$ cat src/rtl/sccb_config_sequencer.sv
// Camera register init sequencer: walks a {reg_addr, reg_data} LUT and issues one SCCB write
// per entry over a req/ack handshake, with power-up / soft-reset delays and per-entry retries.
//
// state     | meaning
// PWR_WAIT  | power-up delay before the first write
// FETCH     | LUT read latency
// ISSUE     | latch LUT entry and raise request, or finish on the end marker
// WAIT_ACK  | request held until ack or timeout
// POST_WAIT | settle time after sensor soft reset (0x12 <= 0x80)
// NEXT      | advance LUT index or finish
// DONE      | all entries written, Config_Done held
// FAIL      | an entry exhausted its retries, Config_Err held
module sccb_config_sequencer #(
  parameter int unsigned LUT_SIZE       = 168,
  parameter int unsigned IDX_W          = 8,
  parameter int unsigned POWERUP_CYCLES = 1000000,
  parameter int unsigned RESET_WAIT     = 100000,
  parameter int unsigned ACK_TIMEOUT    = 50000,
  parameter int unsigned MAX_RETRY      = 3
) (
  input  logic             iCLK,
  input  logic             iRST_N,
  input  logic             iRESTART,
  output logic [IDX_W-1:0] LUT_INDEX,
  input  logic [15:0]      LUT_DATA,
  output logic             SCCB_REQ,
  output logic [7:0]       SCCB_ADDR,
  output logic [7:0]       SCCB_WDATA,
  input  logic             SCCB_ACK,
  input  logic             SCCB_NACK,
  output logic             Config_Done,
  output logic             Config_Err,
  output logic [IDX_W-1:0] ERR_INDEX
);

  localparam int unsigned MAX_AB  = (POWERUP_CYCLES > RESET_WAIT) ? POWERUP_CYCLES : RESET_WAIT;
  localparam int unsigned MAX_DLY = (MAX_AB > ACK_TIMEOUT) ? MAX_AB : ACK_TIMEOUT;
  localparam int CNT_W = (MAX_DLY > 2) ? $clog2(MAX_DLY) : 1;
  localparam int RTY_W = (MAX_RETRY > 0) ? $clog2(MAX_RETRY + 1) : 1;

  localparam logic [CNT_W-1:0] PWR_TC   = CNT_W'(POWERUP_CYCLES - 1);
  localparam logic [CNT_W-1:0] RST_TC   = CNT_W'(RESET_WAIT - 1);
  localparam logic [CNT_W-1:0] ACK_TC   = CNT_W'(ACK_TIMEOUT - 1);
  localparam logic [RTY_W-1:0] RTY_MAX  = RTY_W'(MAX_RETRY);
  localparam logic [IDX_W-1:0] LAST_IDX = IDX_W'(LUT_SIZE - 1);

  typedef enum logic [2:0] {
    PWR_WAIT, FETCH, ISSUE, WAIT_ACK, POST_WAIT, NEXT, DONE, FAIL
  } state_t;

  state_t           state_q, state_d;
  logic [CNT_W-1:0] cnt_q, cnt_d;
  logic [RTY_W-1:0] retry_q, retry_d;
  logic [IDX_W-1:0] idx_q, idx_d;
  logic [IDX_W-1:0] err_idx_q, err_idx_d;
  logic [7:0]       addr_q, addr_d;
  logic [7:0]       wdata_q, wdata_d;
  logic             req_q, req_d;
  logic             done_q, done_d;
  logic             err_q, err_d;

  always_ff @(posedge iCLK or negedge iRST_N) begin
    if (!iRST_N) begin
      state_q   <= PWR_WAIT;
      cnt_q     <= '0;
      retry_q   <= '0;
      idx_q     <= '0;
      err_idx_q <= '0;
      addr_q    <= '0;
      wdata_q   <= '0;
      req_q     <= 1'b0;
      done_q    <= 1'b0;
      err_q     <= 1'b0;
    end else begin
      state_q   <= state_d;
      cnt_q     <= cnt_d;
      retry_q   <= retry_d;
      idx_q     <= idx_d;
      err_idx_q <= err_idx_d;
      addr_q    <= addr_d;
      wdata_q   <= wdata_d;
      req_q     <= req_d;
      done_q    <= done_d;
      err_q     <= err_d;
    end
  end

  always_comb begin
    state_d   = state_q;
    cnt_d     = cnt_q;
    retry_d   = retry_q;
    idx_d     = idx_q;
    err_idx_d = err_idx_q;
    addr_d    = addr_q;
    wdata_d   = wdata_q;
    req_d     = req_q;
    done_d    = done_q;
    err_d     = err_q;

    case (state_q)
      PWR_WAIT: begin
        if (cnt_q == PWR_TC) begin
          cnt_d   = '0;
          state_d = FETCH;
        end else begin
          cnt_d = cnt_q + CNT_W'(1);
        end
      end
      FETCH: state_d = ISSUE;
      ISSUE: begin
        cnt_d = '0;
        if (LUT_DATA == 16'hFFFF) begin
          done_d  = 1'b1;
          state_d = DONE;
        end else begin
          addr_d  = LUT_DATA[15:8];
          wdata_d = LUT_DATA[7:0];
          req_d   = 1'b1;
          state_d = WAIT_ACK;
        end
      end
      WAIT_ACK: begin
        // a real ack wins over a timeout expiring in the same cycle
        if (SCCB_ACK && !SCCB_NACK) begin
          req_d   = 1'b0;
          cnt_d   = '0;
          state_d = (addr_q == 8'h12 && wdata_q == 8'h80) ? POST_WAIT : NEXT;
        end else if (SCCB_ACK || cnt_q == ACK_TC) begin
          req_d = 1'b0;
          cnt_d = '0;
          if (retry_q < RTY_MAX) begin
            retry_d = retry_q + RTY_W'(1);
            state_d = ISSUE;
          end else begin
            err_d     = 1'b1;
            err_idx_d = idx_q;
            state_d   = FAIL;
          end
        end else begin
          cnt_d = cnt_q + CNT_W'(1);
        end
      end
      POST_WAIT: begin
        if (cnt_q == RST_TC) begin
          cnt_d   = '0;
          state_d = NEXT;
        end else begin
          cnt_d = cnt_q + CNT_W'(1);
        end
      end
      NEXT: begin
        retry_d = '0;
        if (idx_q == LAST_IDX) begin
          done_d  = 1'b1;
          state_d = DONE;
        end else begin
          idx_d   = idx_q + IDX_W'(1);
          state_d = FETCH;
        end
      end
      DONE, FAIL: begin
        req_d = 1'b0;
        if (iRESTART) begin
          done_d    = 1'b0;
          err_d     = 1'b0;
          err_idx_d = '0;
          idx_d     = '0;
          retry_d   = '0;
          cnt_d     = '0;
          state_d   = PWR_WAIT;
        end
      end
      default: state_d = PWR_WAIT;
    endcase
  end

  assign LUT_INDEX   = idx_q;
  assign SCCB_REQ    = req_q;
  assign SCCB_ADDR   = addr_q;
  assign SCCB_WDATA  = wdata_q;
  assign Config_Done = done_q;
  assign Config_Err  = err_q;
  assign ERR_INDEX   = err_idx_q;

endmodule

$ cat config.mk
export PLATFORM = sky130hd
export DESIGN_NAME = sccb_config_sequencer
export DESIGN_NICKNAME = d
export VERILOG_FILES = /design/src/rtl/sccb_config_sequencer.sv
export SDC_FILE = /design/constraint.sdc
export NUM_CORES = 1
export LEC_CHECK = 0
export CAP_MARGIN = 20
export CORE_MARGIN = 5
export CORE_UTILIZATION = 45
export DETAILED_ROUTE_END_ITERATION = 8
export PLACE_DENSITY = 0.67
export SYNTH_ARGS = -nofsm -noshare
export SYNTH_HDL_FRONTEND = slang
export SYNTH_SLANG_ARGS = --single-unit
$ cat constraint.sdc
create_clock -name iCLK -period 2.85 [get_ports iCLK]
set_input_delay 0.57 -clock iCLK [delete_from_list [all_inputs] [get_ports iCLK]]
set_output_delay 0.57 -clock iCLK [all_outputs]
set_load 0.02 [all_outputs]
==> results.md <==
- The flow ran to the end, and the final reports show no timing, DRC or antenna violations.
- Relative to the synthesized area, the layout overhead comes to 28.5%.
- The net switching component of the power is 1460 uW.
- For this design the static power due to leakage is 0.00163 uW.
- The repair_antennas step left the layout with diodes totalling 0.
- The die is 92.4 um wide.
- At the later pin of the worst-skew pair, clock insertion delay measures 0.33 ns.
- The maximum buffer depth of the clock tree is 2.
- The number of synthesized register bits is 60.
- For this run, the detailed router's first-pass iteration total came to 4.
- The number of failing setup endpoints in the final timing report is 0.
- The buffer count from post-CTS setup fixing is 0.
- The count of max-cap constraint violations is 0.
- The TritonCTS clock tree is built.
- The mapped cell area is 3060 sq um.
- The share of cells above drive strength 1 is 13.9%.
- Dividing the detail-routed wire length by the instance count gives 16.0 um.
- The category of the worst setup path capture point is a register.
- The startpoint identified for the worst register-to-register timing path is cnt_q[0].
- The synthesized net count is 316.
- The setup TNS is 0 ns.
- The total clock sinks is 60.
- The number of buffers added to fix hold violations after cts is 0.
- The residual antenna-violating net count after detailed routing is 0.
- The top-level port count is 56.
- The start-to-end type of the worst setup path is reg2reg.
- Dividing the final minimum period by the clock period gives 88.1%.
- For the final database, setup skew stands at 0.00925 ns.
- The number of design rule violations left after detail routing is 0.
- The initial antenna violation count came to 0.
- In the layout the commonest cells are dfrtp_1 (60), clkdlybuf4s50_1 (54), nor2_1 (28), o21ai_0 (24), nand2_1 (21).
- In this run switching power makes up 37.3% of total power.
- Clock tree synthesis inserted a total of 9 buffers.
- The internal power of the cells totals 2460 uW.
- STA puts the critical path data required time at 3.05 ns.
- The first global-routing pass estimated 12.2 mm of wire.
- The critical path goes through ha_1 > and3_1 > nand3_1 > o31ai_1 > a22o_2 > and2_1 > o21ai_0.
- The final number of hold-violating endpoints came to 0.
- In this run the register-to-register setup slack is 0.34 ns.
- The initial core utilization is 45.5%.
- The layout filler cell count is 608.
- The number of design-rule violations left by the first detailed-router iteration is 169.
- For the finished layout, the period the worst path requires is 2.51 ns.
- The library cell used most frequently in the layout, excluding fill and tap cells, is dfrtp_1.
- The slew at the pin with the worst max-slew slack is 0.675 ns.
- The mean post-synth cell area is 10.5 sq um.
- In this run the power density over the cells is 998 nW/um^2.
- The worst register-to-register path ends at cnt_q[11].
- Among all flip-flop cells after synthesis, the most frequent one is dfrtp_1.
- The remaining global-route overflow is 0.
- The final core utilization is 58.4%.
- The critical path buffer and inverter count is 0.
- The final route contains 2,508 vias.
- The cell class contributing the biggest share of worst-path delay is simple AND/OR/NAND/NOR gates.
- Setup repair after global routing left no endpoint under its margin.
- The clock tree root driver cell is clkbuf_8.
- The worst IR drop on VDD is 0.000584 V.
- The via count of the first global-routing pass is 2,467.
- Registers are responsible for 35.6% of the overall power.
- The number of cells on the worst reg-to-reg path is 7.
- Summed over all layers, the routed wires come to 7.04 mm.
- Detailed placement finished with a half-perimeter wire length of 5.12 mm.
- The count of final max-slew check failures is 0.
- The delay of the slowest cell on the worst path is 0.47 ns.
- The standard cell with the maximum stage delay on the critical path is and2_1.
- From bottom edge to top edge, the die measures 92.4 um.
- The number of warnings reported in the yosys synthesis log is 0.
- The die covers 8540 sq um.
- Headroom to the max-slew limit came out at 55.0%.
- Of the synthesized area, sequential elements account for 49.1%.
- The post-CTS clock slew at the launch and capture registers of the worst setup and hold paths is 0.07 ns.
- For this run, the total global-route usage over all layers was measured as 18.2%.
- The synthesized instance count is 292.
- The async set or reset register ratio after synthesis is 100%.
- The placeable core area is 6720 sq um.
- The post-cts resize count is 0.
- For this run, the post-layout net count is 379.
- The final weighted congestion of routability-driven global placement is 0.790.
- Entering global routing, the biggest net connects 32 pins.
- Timing would allow up to 0.398 GHz.
- In this run the number of H-tree levels came out at 3.
- The type of the tightest min-delay check is in2async.
- After detailed routing, the number of vias per cell comes to 5.70.
- STA classifies the critical path startpoint as a register.
- The number of input and output port buffers inserted is 55.
- Along the worst path, the maximum fanout reaches 13.
- The number of distinct library cell variants in the gate-level netlist after synthesis is 53.
- Row generation in the floorplan step produced 30 rows.
- At the worst endpoint, the arrival time is 2.71 ns.
- The combinational group share of total power is 43.0%.
- The power share of the clock group is 21.4%.
- The number of flops mapped to enable cells by yosys is 0.
-- through the flow --
step / instances / setup slack (ns) / hold slack [ns] / power [uW] / instance area [sq um]
floorplan: 292 / 0.799 / 0.274 / 2400 / 3060
global route: 440 / 0.113 / 0.328 / 4170 / 3930
finish: 440 / 0.338 / 0.264 / 3920 / 3930
global placement: 424 / 0.329 / 0.459 / 3070 / 3710
CTS: 440 / 0.386 / 0.280 / 3950 / 3930
detailed placement: 424 / 0.277 / 0.467 / 3100 / 3710
-- cells in the mapped netlist (all sizes together), types with 5 or more instances --
cell,count,share of area (%)
a22o,13,3.8
nand2b,8,1.6
nand2,22,2.9
nor2,28,3.4
nand4,10,2.0
dfrtp,60,49
nand3,12,2.0
a21oi,6,0.98
mux2,17,6.3
o31ai,6,1.5
xor2,10,2.9
and3,7,1.5
nor4b,5,1.9
o21ai,26,4.4
-- power by group through the flow --
stage,Sequential [uW],Clock [uW],Combinational (uW)
CTS,1390,859,1700
floorplan,1610,0,786
global route,1450,898,1830
global placement,1400,0,1670
detailed placement,1410,0,1690
finish,1390,838,1690
-- sequential cells by signal, indices dropped and copies added (netlist names) --
signal / cells
state_q: 3
cnt_q: 20
Config_Done: 1
retry_q: 2
ERR_INDEX: 8
SCCB_WDATA: 8
Config_Err: 1
LUT_INDEX: 8
SCCB_ADDR: 8
SCCB_REQ: 1
-- final cells by class --
| type | count | area, sq um | area share (%) |
|---|---|---|---|
| inverters | 3 | 11.3 | 0.287 |
| repair buffers | 60 | 596 | 15.2 |
| multi-input cells | 221 | 1500 | 38.2 |
| clock buffers | 11 | 141 | 3.60 |
| clock inverters | 5 | 75.1 | 1.91 |
| well taps | 80 | 100 | 2.55 |
| flip-flops and latches | 60 | 1500 | 38.2 |
-- worst max-delay path by stage --
| stage | start | endpoint | slack, ns | cells past startpoint |
|---|---|---|---|---|
| floorplan | cnt_q[0] | ERR_INDEX[4] | 0.80 | 8 |
| global route | cnt_q[0] | cnt_q[11] | 0.11 | 7 |
| detailed placement | iRESTART | cnt_q[11] | 0.28 | 7 |
| finish | cnt_q[0] | cnt_q[11] | 0.34 | 7 |
| CTS | cnt_q[0] | cnt_q[11] | 0.39 | 7 |
| global placement | iRESTART | cnt_q[11] | 0.33 | 7 |
-- layer usage --
metal | track usage [%] | vias up | share of wire, %
li1 | - | 1219 | -
met1 | 26.1 | 1219 | 49
met3 | 5.77 | 7 | 5.9
met2 | 25.9 | 63 | 44
met4 | 6.19 | 0 | 1.2
met5 | 0 | - | 0
-- cells by family (layout without fill, tap and decap cells) --
group / Yosys count / count (layout) / synth area share [%]
simple gates: 123 / 123 / 23.6
compound gates: 64 / 64 / 14.0
flops: 60 / 60 / 49.1
mux: 19 / 19 / 6.92
xor+xnor: 12 / 12 / 3.44
buf+inv: 11 / 79 / 1.72
fa+ha+maj: 3 / 3 / 1.23
Power figures use the tool's default switching activity.
